==> config.mk <==
export PLATFORM = sky130hd
export DESIGN_NAME = board_logic_engine
export DESIGN_NICKNAME = d
export VERILOG_FILES = /design/src/rtl/game2048_pkg.sv /design/src/rtl/line_merge4.sv /design/src/rtl/board_logic_engine.sv
export SDC_FILE = /design/constraint.sdc
export NUM_CORES = 1
export LEC_CHECK = 0
export ABC_AREA = 1
export CORE_ASPECT_RATIO = 1.25
export CORE_MARGIN = 4
export CORE_UTILIZATION = 38
export CTS_CLUSTER_SIZE = 10
export DETAILED_ROUTE_END_ITERATION = 6
export RECOVER_POWER = 50
export SYNTH_ARGS = -nofsm -noshare
export SYNTH_HDL_FRONTEND = slang
export SYNTH_HIERARCHICAL = 1
export SYNTH_SLANG_ARGS = --single-unit
==> constraint.sdc <==
create_clock -name clk_65 -period 29 [get_ports clk_65]
set_input_delay 5.8 -clock clk_65 [delete_from_list [all_inputs] [get_ports clk_65]]
set_output_delay 5.8 -clock clk_65 [all_outputs]
set_load 0.01 [all_outputs]
==> src/rtl/game2048_pkg.sv <==
`default_nettype none
// ============================================================================
// Module      : game2048_pkg
// Description : Shared types, constants and the line-to-cell index map for
//               the 2048 board engine.
// Revision    : 1.0 - initial release
// ============================================================================
package game2048_pkg;

    localparam int          TILE_W    = 4;
    localparam logic [1:0]  DIR_UP    = 2'd0;
    localparam logic [1:0]  DIR_DOWN  = 2'd1;
    localparam logic [1:0]  DIR_LEFT  = 2'd2;
    localparam logic [1:0]  DIR_RIGHT = 2'd3;
    // Fibonacci taps for x^16+x^14+x^13+x^11+1 (bits 15,13,12,10)
    localparam logic [15:0] LFSR_POLY = 16'hB400;

    typedef enum logic [3:0] {
        ST_INIT0  = 4'd0,
        ST_INIT1  = 4'd1,
        ST_IDLE   = 4'd2,
        ST_LINE0  = 4'd3,
        ST_LINE1  = 4'd4,
        ST_LINE2  = 4'd5,
        ST_LINE3  = 4'd6,
        ST_SPAWN  = 4'd7,
        ST_COMMIT = 4'd8
    } state_t;

    // Cell index of element j of line k, j=0 being nearest the slide target.
    function automatic logic [3:0] cell_idx(input logic [1:0] dir,
                                            input logic [1:0] k,
                                            input logic [1:0] j);
        logic [3:0] k4;
        logic [3:0] j4;
        k4 = {2'b00, k};
        j4 = {2'b00, j};
        case (dir)
            DIR_LEFT:  cell_idx = 4'd15 - {k, 2'b00} - j4;
            DIR_RIGHT: cell_idx = 4'd12 - {k, 2'b00} + j4;
            DIR_UP:    cell_idx = 4'd15 - k4 - {j, 2'b00};
            default:   cell_idx = 4'd3  - k4 + {j, 2'b00};
        endcase
    endfunction

endpackage
`default_nettype wire

==> src/rtl/line_merge4.sv <==
`default_nettype none
// ============================================================================
// Module      : line_merge4
// Description : Combinational compress-and-merge of one 4-cell line.
// Revision    : 1.0 - initial release
// ============================================================================
module line_merge4 (
    input  logic [3:0][3:0] i_line,
    output logic [3:0][3:0] o_line,
    output logic            o_changed,
    output logic [15:0]     o_points
);

    logic [3:0][3:0] w_comp;
    logic [4:0][3:0] w_ext;
    logic [1:0]      w_cnt;
    logic [1:0]      w_wr;
    logic            w_skip;
    logic [16:0]     w_pts;

    always_comb begin
        w_comp = '0;
        w_cnt  = '0;
        for (int j = 0; j < 4; j++) begin
            if (i_line[j] != 4'd0) begin
                w_comp[w_cnt] = i_line[j];
                w_cnt         = w_cnt + 2'd1;
            end
        end
    end

    // Zero pad lets element 3 look at a neighbour that never matches.
    assign w_ext = {4'h0, w_comp};

    always_comb begin
        o_line = '0;
        w_wr   = '0;
        w_skip = 1'b0;
        w_pts  = '0;
        for (int j = 0; j < 4; j++) begin
            if (w_skip) begin
                w_skip = 1'b0;
            end else if (w_ext[j] != 4'd0) begin
                if (w_ext[j] == w_ext[j+1] && w_ext[j] != 4'hF) begin
                    o_line[w_wr] = w_ext[j] + 4'd1;
                    w_pts        = w_pts + (17'd1 << (w_ext[j] + 4'd1));
                    w_skip       = 1'b1;
                end else begin
                    o_line[w_wr] = w_ext[j];
                end
                w_wr = w_wr + 2'd1;
            end
        end
    end

    assign o_changed = (o_line != i_line);
    assign o_points  = w_pts[16] ? 16'hFFFF : w_pts[15:0];

endmodule
`default_nettype wire

==> src/rtl/board_logic_engine.sv <==
`default_nettype none
// ============================================================================
// Module      : board_logic_engine
// Description : 2048 game-state engine: moves, spawns, score, win/game-over.
// Revision    : 1.0 - initial release
// ============================================================================
module board_logic_engine
    import game2048_pkg::*;
#(
    parameter logic [15:0] LFSR_SEED = 16'hACE1,
    parameter logic [3:0]  WIN_EXP   = 4'd11
) (
    input  logic        clk_65,
    input  logic        rst,
    input  logic        move_valid,
    input  logic [1:0]  move_dir,
    input  logic        new_game,
    input  logic        load_en,
    input  logic [63:0] load_board,
    output logic        move_ready,
    output logic [63:0] current_state,
    output logic [15:0] score,
    output logic        win,
    output logic        game_over
);

    state_t          r_state;
    state_t          w_state_next;
    logic [63:0]     r_shadow;
    logic [15:0]     r_lfsr;
    logic [1:0]      r_dir;
    logic [17:0]     r_acc;
    logic            r_changed;
    logic [3:0]      r_probe;
    logic [3:0]      r_cnt;
    logic [3:0]      r_sval;

    logic [1:0]      w_k;
    logic [3:0][3:0] w_line_in;
    logic [3:0][3:0] w_line_out;
    logic            w_line_changed;
    logic [15:0]     w_points;
    logic [63:0]     w_merged_board;
    logic            w_spawn_empty;
    logic            w_spawn_done;
    logic            w_enter_spawn;
    logic [18:0]     w_sum;
    logic            w_win;
    logic            w_over;
    logic [63:0]     w_sh_h;
    logic [63:0]     w_sh_v;

    always_comb begin
        case (r_state)
            ST_LINE1: w_k = 2'd1;
            ST_LINE2: w_k = 2'd2;
            ST_LINE3: w_k = 2'd3;
            default:  w_k = 2'd0;
        endcase
    end

    always_comb begin
        w_line_in = '0;
        for (int j = 0; j < 4; j++) begin
            w_line_in[j] = r_shadow[{cell_idx(r_dir, w_k, j[1:0]), 2'b00} +: 4];
        end
    end

    line_merge4 u_merge (
        .i_line    (w_line_in),
        .o_line    (w_line_out),
        .o_changed (w_line_changed),
        .o_points  (w_points)
    );

    always_comb begin
        w_merged_board = r_shadow;
        for (int j = 0; j < 4; j++) begin
            w_merged_board[{cell_idx(r_dir, w_k, j[1:0]), 2'b00} +: 4] = w_line_out[j];
        end
    end

    assign w_spawn_empty = (r_shadow[{r_probe, 2'b00} +: 4] == 4'd0);
    assign w_spawn_done  = w_spawn_empty || (r_cnt == 4'd15);
    assign w_sum         = {3'b000, score} + {1'b0, r_acc};

    // Neighbour views: cell i+1 and cell i+4 aligned onto cell i.
    assign w_sh_h = {4'h0, r_shadow[63:4]};
    assign w_sh_v = {16'h0, r_shadow[63:16]};

    always_comb begin
        w_win  = 1'b0;
        w_over = 1'b1;
        for (int i = 0; i < 16; i++) begin
            if (r_shadow[4*i +: 4] >= WIN_EXP)                      w_win  = 1'b1;
            if (r_shadow[4*i +: 4] == 4'd0)                         w_over = 1'b0;
            if ((i % 4) != 3 && r_shadow[4*i +: 4] == w_sh_h[4*i +: 4]) w_over = 1'b0;
            if (i < 12 && r_shadow[4*i +: 4] == w_sh_v[4*i +: 4])       w_over = 1'b0;
        end
    end

    always_comb begin
        w_state_next = r_state;
        case (r_state)
            ST_INIT0:  if (w_spawn_done) w_state_next = ST_INIT1;
            ST_INIT1:  if (w_spawn_done) w_state_next = ST_COMMIT;
            ST_IDLE: begin
                if (load_en)         w_state_next = ST_COMMIT;
                else if (new_game)   w_state_next = ST_INIT0;
                else if (move_valid) w_state_next = ST_LINE0;
            end
            ST_LINE0:  w_state_next = ST_LINE1;
            ST_LINE1:  w_state_next = ST_LINE2;
            ST_LINE2:  w_state_next = ST_LINE3;
            ST_LINE3:  w_state_next = (r_changed || w_line_changed) ? ST_SPAWN : ST_COMMIT;
            ST_SPAWN:  if (w_spawn_done) w_state_next = ST_COMMIT;
            ST_COMMIT: w_state_next = ST_IDLE;
            default:   w_state_next = ST_INIT0;
        endcase
    end

    assign move_ready    = (r_state == ST_IDLE);
    assign w_enter_spawn = (w_state_next != r_state) &&
                           (w_state_next == ST_INIT0 || w_state_next == ST_INIT1 ||
                            w_state_next == ST_SPAWN);

    always_ff @(posedge clk_65 or negedge rst) begin
        if (!rst) r_state <= ST_INIT0;
        else      r_state <= w_state_next;
    end

    always_ff @(posedge clk_65 or negedge rst) begin
        if (!rst) begin
            r_lfsr        <= LFSR_SEED;
            r_shadow      <= '0;
            r_dir         <= '0;
            r_acc         <= '0;
            r_changed     <= 1'b0;
            r_probe       <= LFSR_SEED[3:0];
            r_cnt         <= '0;
            r_sval        <= (LFSR_SEED[7:4] == 4'd0) ? 4'd2 : 4'd1;
            current_state <= '0;
            score         <= '0;
            win           <= 1'b0;
            game_over     <= 1'b0;
        end else begin
            r_lfsr <= {r_lfsr[14:0], ^(r_lfsr & LFSR_POLY)};
            case (r_state)
                ST_INIT0, ST_INIT1, ST_SPAWN: begin
                    if (w_spawn_empty) begin
                        r_shadow[{r_probe, 2'b00} +: 4] <= r_sval;
                    end else begin
                        r_probe <= r_probe + 4'd1;
                        r_cnt   <= r_cnt + 4'd1;
                    end
                end
                ST_IDLE: begin
                    if (load_en) begin
                        r_shadow <= load_board;
                        r_acc    <= '0;
                        score    <= '0;
                        win      <= 1'b0;
                    end else if (new_game) begin
                        r_shadow <= '0;
                        r_acc    <= '0;
                        score    <= '0;
                        win      <= 1'b0;
                    end else if (move_valid) begin
                        r_dir     <= move_dir;
                        r_acc     <= '0;
                        r_changed <= 1'b0;
                    end
                end
                ST_LINE0, ST_LINE1, ST_LINE2, ST_LINE3: begin
                    r_shadow  <= w_merged_board;
                    r_acc     <= r_acc + {2'b00, w_points};
                    r_changed <= r_changed | w_line_changed;
                end
                ST_COMMIT: begin
                    current_state <= r_shadow;
                    score         <= (|w_sum[18:16]) ? 16'hFFFF : w_sum[15:0];
                    win           <= win | w_win;
                    game_over     <= w_over;
                end
                default: ;
            endcase
            // Probe start and tile value come from the LFSR as a spawn state is entered.
            if (w_enter_spawn) begin
                r_probe <= r_lfsr[3:0];
                r_sval  <= (r_lfsr[7:4] == 4'd0) ? 4'd2 : 4'd1;
                r_cnt   <= '0;
            end
        end
    end

endmodule
`default_nettype wire

Word-level counts from Yosys, hierarchy flattened. Index checks and enable logic that the tools add are counted.

Add/sub/neg operators: 36. Shift operators: 19. Equal/unequal tests: 53. Bitwise operators: 4. Muxes and demuxes: 163. Reductions and logical operators: 60. $lt $le $gt $ge: 28.

Operator list (count): 64-bit bitwise mux (5); 4-bit by 8-bit variable shift with 64-bit output, first input constant (5); 4-bit by 8-bit variable part select with 64-bit output (5); 64-bit by 7-bit variable part select with 4-bit output (5); 16-bit 2-to-1 mux (16); 64-bit 2-to-1 mux (3); 64-bit case mux with 3 select lines (1); 17-bit 2-to-1 mux (11); 16-bit bitwise mux (9); 4-bit equality test (27); 4-bit logical NOT (21); 4-bit 2-to-1 mux (21); 1-bit 2-to-1 mux (71); 1-bit by 4-bit << shifter with 17-bit output, first input constant (4); 4-bit greater-or-equal comparator, second input constant (16); 18-bit 2-to-1 mux (3); 17-bit adder (3); 4-bit demux with 2-bit select (6); 4-bit case mux with 3 select lines (4); 6-bit negator with 8-bit output (5); 18-bit case mux with 2 select lines (1); 16-bit case mux with 2 select lines (1); 4-bit case mux with 8 select lines (1); 4-bit nonzero test (8); other kinds (48) (111).

Output and inout port bits: 83. Word-level logic and storage cells: 376. Bits in registers: 199.

Longest topological paths before layout.
Depth in word-level cells: 45. Gate-level depth with buffers: 69.

Cells and area by module. The synthesis kept the hierarchy.

Modules (own cells, without submodules): board_logic_engine (cells an instance 2832, area an instance 18014.8 um^2, sequential area each 4942.2 um^2, instances 1); line_merge4 (cells an instance 890, area an instance 4815.9 um^2, sequential area each 0.0 um^2, instances 1).

Least setup slack after synthesis. No wires, ideal clock.

Path type: register -> register. From: reg r_state[3]. To: reg r_acc[12]. Setup time: 0.123 ns. Setup slack: 19.326 ns. Path buffers: 5. Arrival: 9.551 ns. Cell stages (with the launch flop): 69. Period minus slack after synthesis: 9.674 ns. Path through: dfrtp_1 > inv_2 > nand2_1 > nor2_2 > nand2_1 > nand2_1 > buf_2 > clkbuf_1 > o21ai_0 > nand2_1 > nand2_1 > a221oi_1 > a31oi_1 > nor4_1 > inv_1 > ha_1 > buf_2 > inv_1 > [... 33 more ...] > o21ai_0 > nand2_1 > clkbuf_1 > inv_1 > nand3_1 > ha_1 > inv_1 > fa_1 > o221ai_1 > nand2_1 > nand2_1 > a21oi_1 > o21ai_0 > nand2_1 > nand2_1 > a21oi_1 > o21ai_0 > nand2_1.

RTL lines: start, declared (line board_logic_engine.sv:27) `state_t r_state;`; start signal, assigned (line board_logic_engine.sv:129) `else r_state <= w_state_next;`; end signal, assigned (line board_logic_engine.sv:176) `r_acc <= r_acc + {2'b00, w_points};`; end, declared (line board_logic_engine.sv:32) `logic [17:0] r_acc;`.

==> flow_summary.yaml <==
run_status:
  outcome: "finished, violations left"
  violations: "DRC, capacitance limit, slew limit"
timing:
  finalClockSkew_ps: 12.88
  fin_ws_ps: 17140
  relSlewSlack: -1.502
  rsz0062_at_grt: "no"
  worstMarginPinSlew_ps: 3753
  final-setup-viol-count: 0
  hold_viol: 0
  finalSetupTns_ps: 0
  finalCritPeriodShare: 0.4089
  drv_slew: 333
  period_minus_slack_ps: 11860
  fmaxAchievable_ghz: 0.08434
yosys:
  synth_edf_count: 0
  syn_inst: 3722
  synth_top_cells_by_area: "dfrtp_1 (20%), nand2_1 (18%), nand3_1 (7.0%), o21ai_0 (6.8%), inv_1 (6.2%)"
  synth_cell_types: 68
  synthArstFlopShare: 1.000
  ys_seq_area_frac: 0.2165
  ys_ff_latch: 197
  yosys_warnings: 6
  syn-num-nets: 3908
  yosys.area.top_type: "dfrtp_1"
  synth_top_area_frac: 0.2050
  netlist_area_mm2: 0.02283
  synth.avg_cell_area_um2: 6.134
  synth_ff_type: "dfrtp_1"
clocking:
  clkSlewWorstSetupHoldPaths_ps: 80
  post_cts_resized: 0
  clock_latency_ps: 490
  hold_buffers: 0
  clockBufferDepth: 2
  cts_root_buf: "clkbuf_16"
  h-tree-depth: 4
  numCtsBuffers: 17
  cts.sinks: 197
  cts_tree: "built"
  postCtsSetupRepairBufs: 0
grt:
  grt_pass1_wl_um: 166000
  antenna_found_initial: 11
  grt_remaining_overflow: 0
  track_usage: 0.3505
  grt_max_degree: 84
  grt_pass1_vias: 24790
finish:
  fillCellCount: 6549
  num-nets-final: 3966
  multi_input_area_mm2: 0.01556
  drive_gt1_frac: 0.06538
  final-seq-area_mm2: 0.004942
  fin_cells: 4565
  area_growth_pct: 11.73
  final_common_cell: "nand2_1"
  final_cell_mix: "nand2_1 (1083), inv_1 (376), nand3_1 (320)"
routing:
  viasPerCell: 5.752
  vias: 26260
  drc: 11
  drt_wl_total_um: 114200
  wire_per_inst_um: 25.02
  dr.pass1.iters: 7
  initialDrtViolationCount: 2777
  postRouteAntennaNets: 0
worst_setup_path:
  cpMostUsedCell: "nand2_1"
  worst-path-max-fanout: 23
  critPathLaunchType: "flop"
  reg2reg_from: "r_state[0]$_DFF_PN0_"
  cp_slowest_cell: "nand2_1"
  startpoint: "r_state[0]$_DFF_PN0_"
  worst_ep_required_time_ps: 29370
  max_stage_delay_ps: 720
  worst_setup_path_end_kind: "flop"
  critPathKind: "flop to flop"
  arrival_ps: 12230
placed_design:
  dp_cells: 4526
  finalWeightedCongestion: 1.092
  io_buffers: 153
  place_ws_ps: 17240
  hpwl_um: 89930
floorplan:
  coreArea_mm2: 0.05956
  start_util: 0.3833
  die_w_um: 227.2
  rows: 100
  ios: 154
  dieArea_mm2: 0.06409
  chipHeight_um: 282.0
min_path:
  hp-start: "r_lfsr[8]$_DFF_PN0_"
  hold_class: "flop to flop"
run:
  cap_violations: 5
-- worst max-delay path, delay by kind of cell, from the launching register on --
| kind | cells | cell delay, ps |
|---|---|---|
| fa+ha+maj | 7 | 2380 |
| flops | 1 | 430 |
| simple gates | 31 | 5330 |
| compound gates | 18 | 2700 |
| xor+xnor | 1 | 150 |
| buf+inv | 7 | 700 |
-- routing by layer --
| layer | vias to the layer above | wire [um] | global-route usage |
|---|---|---|---|
| li1 | 12400 | - | - |
| met1 | 12180 | 42540 | 0.4066 |
| met2 | 1258 | 50220 | 0.5474 |
| met3 | 418 | 9869 | 0.08262 |
| met4 | 2 | 11590 | 0.2905 |
| met5 | - | 10 | 0 |
-- through the flow --
step                hold WS [ps]    util  cell area (um2)
finish                     352.6  0.4283            25510
CTS                        357.4  0.4286            25530
floorplan                  331.2       -            22830
detailed placement         343.1  0.4184            24920
global placement           335.4  0.4184            24920
global route               376.3  0.4281            25500
-- cell usage after synthesis, types with 7 or more instances --
cell type,n
a211oi_1,28
a21boi_1,24
a21oi_1,201
a221oi_1,16
a31oi_1,21
buf_2,50
buf_6,7
clkbuf_1,91
dfrtp_1,187
dfstp_2,10
ha_1,111
inv_1,377
inv_2,32
nand2_1,1084
nand2_2,37
nand2_4,16
nand3_1,320
nand3_2,8
nand3b_1,8
nand4_1,50
nor2_1,267
nor2_2,25
nor2_4,10
nor3_1,81
nor4_1,16
o211ai_1,28
o21ai_0,309
o21ai_1,29
o21bai_1,11
o22ai_1,10
or2_1,7
or2_2,13
xnor2_1,52
xor2_1,91
-- worst paths after layout --
path	endpoint	slack (ps)	depth (start not counted)
worst max-delay path	r_acc[12]$_DFFE_PN0P_	17140	64
worst min-delay path	r_lfsr[9]$_DFF_PN0_	350	0
worst max register to register	r_acc[12]$_DFFE_PN0P_	17140	64
worst min register to register	r_lfsr[9]$_DFF_PN0_	350	0
max in group asynchronous	r_sval[1]$_DFFE_PN0P_	17700	2
min in group asynchronous	current_state[22]$_DFFE_PN0P_	6450	1
-- cells by family (layout without fill, tap and decap cells) --
family                   after synthesis  in the layout  share of synthesized area
XOR/XNOR                             143            143                    0.05486
AND/OR/NAND/NOR                     1963           1963                     0.3807
buffers and inverters                576            647                     0.1019
other                                  0              7                          0
AO/OA/AOI/OAI                        728            728                     0.1817
flip-flops                           197            197                     0.2165
adder cells (fa/ha/maj)              115            115                    0.06434
-- layout make-up --
cell class                 instances  area share
timing repair buffer             198     0.07230
sequential                       197      0.1938
clock inverter                    14    0.006573
tap                              765     0.03752
clock buffer                      18     0.01722
inverter                         417     0.06180
multi-input combinational       2949      0.6101
antenna                            7   0.0006867
Power is not shown: default switching activity piles up to over one toggle a cycle in this logic, so the estimate is an artifact.
